===== config.mk =====
export PLATFORM = sky130hd
export DESIGN_NAME = pipe_stage_reg
export DESIGN_NICKNAME = d
export VERILOG_FILES = /design/src/rtl/pipe_pkg.sv /design/src/rtl/pipe_slot.sv /design/src/rtl/pipe_stage_reg.sv
export SDC_FILE = /design/constraint.sdc
export NUM_CORES = 1
export LEC_CHECK = 0
export ABC_AREA = 1
export CAP_MARGIN = 20
export CORE_MARGIN = 1.5
export CORE_UTILIZATION = 40
export DETAILED_ROUTE_END_ITERATION = 10
export PLACE_DENSITY = 0.86
export SYNTH_ARGS = -nofsm -noshare
export SYNTH_HDL_FRONTEND = slang
export SYNTH_SLANG_ARGS = --single-unit
export TNS_END_PERCENT = 20

===== constraint.sdc =====
create_clock -name clk -period 1.5 [get_ports clk]
set_clock_uncertainty 0.1 [all_clocks]
set_input_delay 0.3 -clock clk [delete_from_list [all_inputs] [get_ports clk]]
set_output_delay 0.3 -clock clk [all_outputs]
set_load 0.005 [all_outputs]

===== src/rtl/pipe_pkg.sv =====
// pipe_pkg: shared state encoding, widths and capture helpers for pipe_stage_reg.
package pipe_pkg;
   typedef enum logic [1:0] {EMPTY = 2'd0, ONE = 2'd1, TWO = 2'd2} pipe_state_t;
   localparam int OCC_W = 2;
   localparam int CTRL_MAX_W = 64;
   function automatic logic [CTRL_MAX_W-1:0] apply_kill(input logic [CTRL_MAX_W-1:0] ctrl, input logic kill);
      return kill ? '0 : ctrl;
   endfunction
endpackage


===== src/rtl/pipe_slot.sv =====
// pipe_slot: one payload/control/error register with load enable and async active-low clear.
module pipe_slot #(
   parameter int DATA_W = 64,
   parameter int CTRL_W = 8
) (
   input  logic              clk,
   input  logic              rst,
   input  logic              load_i,
   input  logic [DATA_W-1:0] data_i,
   input  logic [CTRL_W-1:0] ctrl_i,
   input  logic              err_i,
   output logic [DATA_W-1:0] data_o,
   output logic [CTRL_W-1:0] ctrl_o,
   output logic              err_o
);
   logic [DATA_W-1:0] data_q;
   logic [CTRL_W-1:0] ctrl_q;
   logic              err_q;
   always_ff @(posedge clk or negedge rst)
      if (!rst) begin
         data_q <= '0;
         ctrl_q <= '0;
         err_q  <= 1'b0;
      end else if (load_i) begin
         data_q <= data_i;
         ctrl_q <= ctrl_i;
         err_q  <= err_i;
      end
   assign data_o = data_q;
   assign ctrl_o = ctrl_q;
   assign err_o  = err_q;
endmodule


===== src/rtl/pipe_stage_reg.sv =====
// pipe_stage_reg: valid/ready pipeline register with kill-to-bubble, error OR and flush.
// Define PIPE_STAGE_SKID_EN for the two-entry build with a registered in_ready.
module pipe_stage_reg
   import pipe_pkg::*;
#(
   parameter int DATA_W = 64,
   parameter int CTRL_W = 8,
   parameter int ERR_N  = 3,
   parameter int KILL_N = 2
) (
   input  logic              clk,
   input  logic              rst,
   input  logic              in_valid,
   output logic              in_ready,
   input  logic [DATA_W-1:0] in_data,
   input  logic [CTRL_W-1:0] in_ctrl,
   input  logic [ERR_N-1:0]  in_err,
   input  logic [KILL_N-1:0] kill,
   input  logic              flush,
   output logic              out_valid,
   input  logic              out_ready,
   output logic [DATA_W-1:0] out_data,
   output logic [CTRL_W-1:0] out_ctrl,
   output logic              out_err,
   output logic [OCC_W-1:0]  occ
);
   pipe_state_t       state_q, state_d;
   logic              in_fire, out_fire, head_load;
   logic [CTRL_W-1:0] cap_ctrl, head_ctrl_d;
   logic [DATA_W-1:0] head_data_d;
   logic              cap_err, head_err_d;
   assign out_valid = state_q != EMPTY;
   assign occ       = OCC_W'(state_q);
   assign in_fire   = in_valid & in_ready;
   assign out_fire  = out_valid & out_ready;
   assign cap_ctrl  = CTRL_W'(apply_kill(CTRL_MAX_W'(in_ctrl), |kill));
   assign cap_err   = |in_err;
`ifdef PIPE_STAGE_SKID_EN
   logic              skid_load;
   logic [DATA_W-1:0] skid_data;
   logic [CTRL_W-1:0] skid_ctrl;
   logic              skid_err;
   // in_ready depends only on held state, cutting the path from out_ready
   assign in_ready = rst & (state_q != TWO);
   always_comb begin
      state_d   = state_q;
      head_load = 1'b0;
      skid_load = 1'b0;
      case (state_q)
         EMPTY: if (in_fire) begin
            state_d   = ONE;
            head_load = 1'b1;
         end
         ONE: if (in_fire & out_fire) head_load = 1'b1;
            else if (in_fire) begin
               state_d   = TWO;
               skid_load = 1'b1;
            end else if (out_fire) state_d = EMPTY;
         TWO: if (out_fire) begin
            state_d   = ONE;
            head_load = 1'b1;
         end
         default: state_d = EMPTY;
      endcase
      if (flush) begin
         state_d   = EMPTY;
         head_load = 1'b0;
         skid_load = 1'b0;
      end
   end
   assign head_data_d = (state_q == TWO) ? skid_data : in_data;
   assign head_ctrl_d = (state_q == TWO) ? skid_ctrl : cap_ctrl;
   assign head_err_d  = (state_q == TWO) ? skid_err  : cap_err;
   pipe_slot #(.DATA_W(DATA_W), .CTRL_W(CTRL_W)) u_skid (
      .clk(clk), .rst(rst), .load_i(skid_load),
      .data_i(in_data), .ctrl_i(cap_ctrl), .err_i(cap_err),
      .data_o(skid_data), .ctrl_o(skid_ctrl), .err_o(skid_err)
   );
`else
   assign in_ready = rst & (!out_valid | out_ready);
   always_comb begin
      state_d   = flush ? EMPTY : in_fire ? ONE : out_fire ? EMPTY : state_q;
      head_load = in_fire & !flush;
   end
   assign head_data_d = in_data;
   assign head_ctrl_d = cap_ctrl;
   assign head_err_d  = cap_err;
`endif
   always_ff @(posedge clk or negedge rst)
      if (!rst) state_q <= EMPTY;
      else state_q <= state_d;
   pipe_slot #(.DATA_W(DATA_W), .CTRL_W(CTRL_W)) u_head (
      .clk(clk), .rst(rst), .load_i(head_load),
      .data_i(head_data_d), .ctrl_i(head_ctrl_d), .err_i(head_err_d),
      .data_o(out_data), .ctrl_o(out_ctrl), .err_o(out_err)
   );
endmodule


==> impl_metrics.ini <==
[floorplanning]
die_area_um2 = 8590
die_w_um = 92.7
ios = 159
rows = 32
start_util_pct = 41.4
dieHeight_um = 92.7
core_um2 = 7770

[synthesis]
synth_compound_area_share_pct = 0.156
ys.flop_type = dfrtp_1
syn-cell-area_um2 = 3220
async_reset_ff_share_pct = 100
synth-simple-area-share_pct = 32.9
yosysSeqAreaShare_pct = 57.6
synthXorXnorAreaFrac_pct = 0
synth_edf_count = 0
synth_warnings = 0
postSynthCellCount = 357
muxShareOfSynthArea_pct = 0
synth_nets = 439
synth_top_family_by_area = simple AND/OR/NAND/NOR gates
synth_cell_types = 16
yosys.area_share.adder_pct = 0
syn_avg_cell_area_um2 = 9.01
ys_seq_elements = 74

[clocking]
cts_tree = done
cts_max_path_buffers = 2
cts_buffers = 9
root_buffer = clkbuf_8
path_clk_slew_ps = 80
cts_num_sinks = 74
clk_latency_ps = 330
htreeDepth = 3

[grt]
use_met1_pct = 26.1
overflow = 0
grt_pass1_wl_mm = 14.1
track_usage_pct = 20.7
met2_usage_pct = 34.6
grt.busiest_layer = met2
antenna_found_initial = 1
grt_pass1_vias = 3012
grtUsageMet3_pct = 5.17
grt_max_degree = 62

[placed_design]
port_buffers = 157
gp_congestion = 0.758
place_area_um2 = 4830
place_hpwl_mm = 6.18
place_inst = 600

[setup_path]
startpoint_type = flop
cp_cell_sequence = buf_6 -> nand2_4 -> nand2_4 -> inv_2 -> buf_2
reg2regPathDepth = 7
critical_path_required_ps = 1100
crit_type = flop to primary output
worstPathArrival_ps = 1100
worstPathMaxFanout = 2
setup.worst_path.end_class = primary output
critPathSlowestCell = dfrtp_1
cpMostUsedCell = nand2_4
slowest_delay_ps = 400

[final_layout]
num_antenna_cells = 0
layout_commonest_cell = nand2_1
nets = 606
utilization_pct = 67.2
finalNonFillerCells = 630
design_area_um2 = 5220
layout_common_cells = 141 x nand2_1, 79 x clkdlybuf4s50_1, 74 x dfrtp_1
syn_to_final_growth_pct = 62.2
final_layout_size_suffix_gt1_share_pct = 13.6

[route]
vias = 3165
drt_wl_total_mm = 9.78
ant_nets = 0
viasPerCell = 5.02
drtIter0Drc = 102
wl_per_cell_um = 15.5
drc = 0
dr.pass1.iters = 4

[power]
power.leakage_nw = 2.77
vdd_drop_max_uv = 543
powerDensity_nw_per_um2 = 1010

[sta]
fin_crit_sh_pct = 100
setup_slack_ps = -2.34
slew_viol_final = 0
rsz0062_at_grt = true
setup_viol = 1
clock.fmax_ghz = 0.666
min_period_ps = 1500
hold_violations = 0

[run_status]
status = finished with violations
failed_checks = setup timing

[worst_hold_path]
worstHoldPathType = input pin to asynchronous set/reset pin

[run]
drv_cap = 0
[where the power goes]
part | internal (W) | switching, W | leakage (nW)
Combinational | 0.000729 | 0.000564 | 1.75
Clock | 0.000757 | 0.000704 | 0.0921
Sequential | 0.00231 | 0.000177 | 0.927
Total | 0.00380 | 0.00145 | 2.77
[what timing repair did]
item                       in CTS  in global routing
hold buffers                    1                  0
hold endpoints to repair        5                  0
gates resized for setup        83                 29
pin swaps                       1                  3
buffers inserted                3                  2
cloned                          0                 10
setup endpoints to repair      76                  3
[worst max-delay path, delay by kind of cell (launching register included)]
family        cells  cell delay [ps]
buf+inv           3              250
flops             1              400
simple gates      2              110
[cells in the mapped netlist, types with 2 or more instances]
cell type    n  share of area, %
buf_6       13               4.6
nor2_1       9               1.1
inv_1       12               1.4
buf_4        4              0.93
nand4_1     64                12
dfrtp_1     74                58
nor2_2       2              0.39
buf_2       14               2.2
nand2_1    158                18
[layer usage]
layer | vias to the layer above | part of all wire [%]
li1 | 1500 | -
met1 | 1507 | 42
met2 | 134 | 49
met3 | 22 | 6.9
met4 | 2 | 2.1
met5 | - | 0.13
[logic make-up after synthesis]
kind of cell           count (synthesis)
AND/OR/NAND/NOR                      236
flip-flops                            74
buffers and inverters                 45
AO/OA/AOI/OAI                          1
other                                  1
[metrics by stage]
step | worst slack (ps) | total power, W | setup TNS (ps) | hold WS [ps]
floorplan | 339 | 0.00294 | 0 | -95.6
global placement | -349 | 0.00391 | -14560 | 153
detailed placement | -359 | 0.00395 | -16880 | 150
CTS | -122 | 0.00520 | -122 | 3.92
global route | -39.1 | 0.00553 | -119 | 71.3
finish | -2.34 | 0.00525 | -2.34 | 50.6
[sequential cells by signal (all words and copies together), names as in the netlist]
name / cells
u_head.err_o: 1
occ: 1
u_head.ctrl_o: 8
u_head.data_o: 64
[layout make-up]
class / count / area [um^2]
sequential: 74 / 1850
fill: 670 / 2550
clock inverter: 5 / 56.3
clock buffer: 10 / 128
multi-input combinational: 239 / 1150
inverter: 13 / 48.8
timing repair buffer: 187 / 1860
tap: 102 / 128
[worst paths after layout]
check	from	end	slack, ps
max in group asynchronous	rst	u_head.data_o[43]	620
min in group clk	in_valid	u_head.ctrl_o[0]	310
worst max-delay path	occ[0]	in_ready	-2
worst max register to register	occ[0]	u_head.data_o[24]	30
worst min-delay path	rst	u_head.data_o[0]	50
worst min register to register	u_head.data_o[7]	u_head.data_o[7]	370
No activity file was read; power rests on OpenSTA's default activity.
